File: config.mk
export PLATFORM = sky130hd
export DESIGN_NAME = mem_arbiter_resp
export DESIGN_NICKNAME = d
export VERILOG_FILES = /design/src/rtl/mem_arbiter_resp.sv
export SDC_FILE = /design/constraint.sdc
export NUM_CORES = 1
export LEC_CHECK = 0
export ABC_AREA = 1
export BUFFER_PORTS_ARGS = -buffer_cell sky130_fd_sc_hd__buf_2
export CELL_PAD_IN_SITES_DETAIL_PLACEMENT = 1
export CELL_PAD_IN_SITES_GLOBAL_PLACEMENT = 1
export CORE_MARGIN = 2
export CORE_UTILIZATION = 15
export DETAILED_ROUTE_END_ITERATION = 6
export GPL_TIMING_DRIVEN = 0
export PLACE_DENSITY = 0.86
export SLEW_MARGIN = 15
export SYNTH_ARGS = -nofsm -noshare
export SYNTH_HDL_FRONTEND = slang
export SYNTH_SLANG_ARGS = --single-unit
File: constraint.sdc
create_clock -name CLK -period 1.5 [get_ports CLK]
set_clock_uncertainty 0.2 [all_clocks]
set_input_delay 0.3 -clock CLK [delete_from_list [all_inputs] [get_ports CLK]]
set_output_delay 0.3 -clock CLK [all_outputs]
set_load 0.005 [all_outputs]
File: src/rtl/mem_arbiter_resp.sv
// rtl/mem_arbiter_resp.sv - memory-side responder arbitrating dcache and icache onto one RAM port
//
// Ports:
//   CLK, nRST            clock, asynchronous active-low reset
//   dREN, dWEN           dcache read/write request (level, held until dwait low)
//   daddr, dstore        dcache word address / write data
//   iREN, iaddr          icache read request / word address
//   dwait, iwait         low for exactly one cycle when the granted word completes
//   dload, iload         read data back to the caches (straight from ramload)
//   ramREN, ramWEN       RAM read/write strobes
//   ramaddr, ramstore    RAM address / write data
//   ramload              RAM read data, valid on the last latency cycle
module mem_arbiter_resp #(
    parameter int LAT = 2,
    parameter int AW  = 32
) (
    input  logic          CLK,
    input  logic          nRST,
    input  logic          dREN,
    input  logic          dWEN,
    input  logic [AW-1:0] daddr,
    input  logic [AW-1:0] dstore,
    input  logic          iREN,
    input  logic [AW-1:0] iaddr,
    output logic          dwait,
    output logic          iwait,
    output logic [AW-1:0] dload,
    output logic [AW-1:0] iload,
    output logic          ramREN,
    output logic          ramWEN,
    output logic [AW-1:0] ramaddr,
    output logic [AW-1:0] ramstore,
    input  logic [AW-1:0] ramload
);

    typedef enum logic [1:0] {
        IDLE  = 2'd0,
        DBUSY = 2'd1,
        IBUSY = 2'd2
    } state_t;

    // Counter is loaded on grant and counts down to the completion cycle.
    localparam logic [3:0] CNT_LOAD = 4'(LAT - 1);

    state_t     state, next_state;
    logic [3:0] cnt, next_cnt;
    logic       last_d, next_last_d;
    logic       dreq;

    assign dreq  = dREN | dWEN;
    assign dload = ramload;
    assign iload = ramload;

    always_ff @(posedge CLK or negedge nRST) begin
        if (!nRST) begin
            state  <= IDLE;
            cnt    <= 4'd0;
            last_d <= 1'b0;
        end else begin
            state  <= next_state;
            cnt    <= next_cnt;
            last_d <= next_last_d;
        end
    end

    always_comb begin
        next_state  = state;
        next_cnt    = cnt;
        next_last_d = last_d;
        dwait       = 1'b1;
        iwait       = 1'b1;
        ramREN      = 1'b0;
        ramWEN      = 1'b0;
        ramaddr     = '0;
        ramstore    = '0;

        case (state)
            IDLE: begin
                // last_d breaks ties so contention alternates D,I,D,I;
                // without contention the dcache wins outright.
                if (dreq && iREN && last_d) begin
                    next_state = IBUSY;
                    next_cnt   = CNT_LOAD;
                end else if (dreq) begin
                    next_state = DBUSY;
                    next_cnt   = CNT_LOAD;
                end else if (iREN) begin
                    next_state = IBUSY;
                    next_cnt   = CNT_LOAD;
                end
            end

            DBUSY: begin
                // Request lines pass through live; a write overrides a
                // simultaneous read, and a mode change keeps the count.
                ramaddr  = daddr;
                ramstore = dstore;
                ramWEN   = dWEN;
                ramREN   = dREN & ~dWEN;
                if (!dreq) begin
                    next_state = IDLE;
                end else if (cnt == 4'd0) begin
                    dwait       = 1'b0;
                    next_last_d = 1'b1;
                    next_state  = IDLE;
                end else begin
                    next_cnt = cnt - 4'd1;
                end
            end

            IBUSY: begin
                ramaddr = iaddr;
                ramREN  = iREN;
                if (!iREN) begin
                    next_state = IDLE;
                end else if (cnt == 4'd0) begin
                    iwait       = 1'b0;
                    next_last_d = 1'b0;
                    next_state  = IDLE;
                end else begin
                    next_cnt = cnt - 4'd1;
                end
            end

            default: begin
                next_state = IDLE;
            end
        endcase
    end

endmodule
# Word level (Yosys, flattened, before mapping)
# Index checks and enable logic that the tools add are counted.
# totals
reg_bits	7
wordCells	50
input_bits	133
out_inout_bits	132
# op_classes
eq_ne	7
add_sub_neg	1
n_reduce_logical	8
mux	28
bitwise	3
# op_table
cell	count
$pmux W32 S2	1
$mux W32	1
$mux W4	6
$mux W2	6
$pmux W4 S3	1
$mux W1	10
$ne A2 B2 Y1 const B	4
$pmux W2 S3	1
$reduce_and A5 Y1	1
$logic_not A4 Y1	1
$ne A4 B4 Y1 const B	1
$pmux W1 S2	2
$reduce_and A4 Y1	1
$sub A4 B1 Y4 const B	1
$reduce_bool A3 Y1	1
$eq A2 B1 Y1 const B	1
$eq A2 B2 Y1 const B	1
$logic_and A1 B1 Y1	2
$logic_not A2 Y1	1
$reduce_bool A2 Y1	1
$and A1 B1 Y1	1
$not A1 Y1	1
$or A1 B1 Y1	1

# Logic depth before layout (Yosys ltp)
# logic_depth
ltp_word	5
mapped_depth	9
mapped_depth_nobuf	9

# Worst setup path after synthesis
# OpenSTA, ideal clock, no wires.
# synth_timing
path_type	register to output
from	register state[0]
to	output ramREN
required_time_ps	1000
arrival_ps	1173
n_path_buf	1
path_stages_with_launch	6
path_slack_ps	-173
path_cell_list	dfrtp_1 -> inv_1 -> ha_1 -> inv_2 -> buf_2 -> a21oi_1
# synth_via
elab_chain_len	2
elab_cells_between_ends	3
cone_classes	2 x eq/ne; 1 x mux
# synth_lines
element	line	rtl
start, declared	45	state_t state, next_state;
start signal, assigned	60	state <= next_state;
$eq A2 B2 Y1 / $eq A2 B1 Y1 (equally long branches)	77	case (state)
$pmux W1 S2 *	77	
end, declared	29	output logic ramREN,
# Every way passes the cells marked *; elsewhere a longest branch is shown, timed or not.

# Worst setup path after layout
# layout_timing
from	register state[0]
to	output ramstore[27]
# layout_via
elab_chain_len	2
# layout_lines
element	line	rtl
$eq A2 B1 Y1	77	
$mux W32	77	
end, declared	32	output logic [AW-1:0] ramstore,
# No other way between the ends.

==> impl_metrics.env <==
export IMPL_p_total_uw=5740
export IMPL_cts_buffers=3
export IMPL_slew_viol_final=0
export IMPL_area_delta_synth_final_pct=113
export IMPL_critPathCaptureType="output pin"
export IMPL_fillers=1600
export IMPL_dieHeight_um=116
export IMPL_violations="setup timing"
export IMPL_core_um2=12100
export IMPL_nets=725
export IMPL_cap_violations=0
export IMPL_layout_min_cycle_time_ns=2.04
export IMPL_hold_violations=0
export IMPL_ff2ff_path_depth=11
export IMPL_wl_per_cell_um=13.5
export IMPL_dr_pass1_iters=4
export IMPL_max_freq_mhz=491
export IMPL_grt_overflow=0
export IMPL_dp_cells=733
export IMPL_vias=2939
export IMPL_required_ns=1.00
export IMPL_hold_path_class="in2async"
export IMPL_io_buffers=232
export IMPL_relSlewSlack_pct=83.0
export IMPL_grtUsageTotal_pct=13.3
export IMPL_yosysSeqAreaShare_pct=9.35
export IMPL_cp_depth=7
export IMPL_drive_gt1_share_pct=70.4
export IMPL_path_max_fanout=10
export IMPL_io_pins=265
export IMPL_yosys_most_used_dff="dfrtp_1"
export IMPL_vias_per_cell=3.90
export IMPL_setup_viol=75
export IMPL_path_clk_slew_ns=0.03
export IMPL_netlist_area_um2=1870
export IMPL_critPathSlowestCell="dfrtp_2"
export IMPL_clockBufferDepth=2
export IMPL_cp_start_kind="register"
export IMPL_dr_first_iter_drc_count=65
export IMPL_synthCells=333
export IMPL_post_route_drc_count=0
export IMPL_synth_area_leaders="buf_4, nand2_1, dfrtp_1, a21oi_1, inv_1"
export IMPL_die_w_um=116
export IMPL_grt_pass1_wl_um=14400
export IMPL_grt_max_degree=11
export IMPL_ir_drop_v=0.000747
export IMPL_synth_ff_latch_count=7
export IMPL_final_util_pct=32.9
export IMPL_cts_tree="done"
export IMPL_worst_pin_slew_ns=0.255
export IMPL_cp_slowest_stage_delay_ns=0.43
export IMPL_cp_arrival_ns=1.54
export IMPL_yosys_area_top_type="buf_4"
export IMPL_place_congestion=0.778
export IMPL_yosys_warnings=0
export IMPL_antenna_cells=0
export IMPL_p_per_area_nw_per_um2=1440
export IMPL_cts_root_buf="clkbuf_16"
export IMPL_dpl_hpwl_um=7970
export IMPL_insertion_delay_ns=0.22
export IMPL_fin_crit_sh_pct=136
export IMPL_start_util_pct=15.5
export IMPL_htreeDepth=1
export IMPL_fin_ws_ns=-0.536
export IMPL_whs_ns=0.232
export IMPL_power_leakage_uw=0.00242
export IMPL_yosysTopAreaCellShare_pct=27.3
export IMPL_cp_num_buf_inv=5
export IMPL_synth_cell_types=23
export IMPL_instances_no_fill=753
export IMPL_synth_edf_count=0
export IMPL_synthArstFlopShare_pct=100
export IMPL_synth_most_common_cell="nand2_1"
export IMPL_drt_total_wl_um=10100
export IMPL_rows=40
export IMPL_r2r_start="state[1]$_DFFE_PN0P_"
export IMPL_crit_type="reg2out"
export IMPL_antenna_found_initial=0
export IMPL_crit_start="state[0]$_DFFE_PN0P_"
export IMPL_synth_common_cells="nand2_1, buf_4, inv_1"
export IMPL_rsz0062_at_grt="true"
export IMPL_syn_area_per_cell_um2=5.62
export IMPL_grt_pass1_vias=2955
export IMPL_cp_top_family="buffers and inverters"
export IMPL_antenna_left=0
export IMPL_synth_nets=472
export IMPL_cts_sinks=7
export IMPL_cp_cell_sequence="buf_6, ha_4, buf_12, buf_8, nand2_1, inv_1, buf_2"
export IMPL_status="complete, but fails checks"
export IMPL_dieArea_um2=13400
==> layout make-up <==
cell class	count	area (um^2)	area share, %
flip-flops and latches	7	176	4.43
well taps	168	210	5.28
plain buffers	78	683	17.2
multi-input cells	199	1260	31.7
clock buffers	4	78.8	1.98
inverters	48	195	4.90
repair buffers	249	1380	34.5
==> final timing paths <==
kind / to / slack, ns
max: ramstore[27] / -0.54
min: last_d$_DFFE_PN0P_ / 0.23
max reg2reg: cnt[2]$_DFFE_PN0P_ / -0.39
min reg2reg: cnt[0]$_DFFE_PN0P_ / 0.34
max in group asynchronous: state[0]$_DFFE_PN0P_ / 0.71
min in group CLK: cnt[0]$_DFFE_PN0P_ / 0.34
==> metrics by stage <==
step           instance area (um^2)  setup WS (ns)  setup TNS (ns)
2_1_floorplan                  2100        -0.0992           -5.81
3_3_place_gp                   3470         -0.463          -25.84
3_5_place_dp                   3470         -0.483          -27.32
4_1_cts                        3880         -0.554          -37.08
5_1_grt                        3980         -0.631          -42.67
6_report                       3980         -0.536          -36.23
==> state kept, by name, summed over array words and instances, names as in the netlist <==
| name | count |
|---|---|
| state | 2 |
| last_d | 1 |
| cnt | 4 |
==> routing by layer <==
metal | vias to the layer above | part of all wire (%) | routed length, um | global-route usage [%]
met5 | - | 0 | 0 | 0
met4 | 0 | 1.9 | 191 | 4.76
met3 | 15 | 6.0 | 607 | 1.26
met2 | 121 | 55 | 5620 | 26.4
met1 | 1358 | 37 | 3710 | 14.7
li1 | 1445 | - | - | -
==> what timing repair did <==
action / in CTS / in global routing
cloned: 3 / 0
setup endpoints to repair: 75 / 75
setup buffers: 12 / 1
pin swaps: 6 / 8
hold endpoints to repair: 7 / 0
resized for setup: 49 / 18
hold buffers: 1 / 0
==> where the power goes <==
part           leakage, uW  total (uW)  internal, uW  switching, uW
Sequential       0.0000868         353           273           79.5
Clock            0.0000382         437           352           84.6
Combinational      0.00229        4950          2270           2680
==> kinds of logic after synthesis <==
group,after synthesis,share of synthesized area (%)
AO/OA/AOI/OAI,39,11.4
flip-flops,7,9.35
buffers and inverters,127,40.5
AND/OR/NAND/NOR,153,34.3
XOR/XNOR,1,0.468
adder cells (fa/ha/maj),6,4.01
==> worst register-to-register path, delay by kind of cell (launching register included) <==
| kind | cells | cell delay [ns] |
|---|---|---|
| adders and majority gates | 1 | 0.15 |
| AOI/OAI and AO/OA | 1 | 0.17 |
| buffers and inverters | 5 | 0.56 |
| DFF | 1 | 0.41 |
| and+or+nand+nor | 4 | 0.29 |
==> layout by cell type, fill, tap and decap left out, drive strengths merged <==
| master | n |
|---|---|
| buf | 326 |
| nand2 | 126 |
| inv | 47 |
| a21oi | 36 |
| nand3 | 14 |
| nor2 | 12 |
| dfrtp | 7 |
| ha | 6 |
| clkbuf | 4 |
| o21ai | 2 |
| nor3 | 1 |
| o211ai | 1 |
| clkinv | 1 |
| xnor2 | 1 |
| dlygate4sd3 | 1 |
Power figures use the tool's default switching activity.
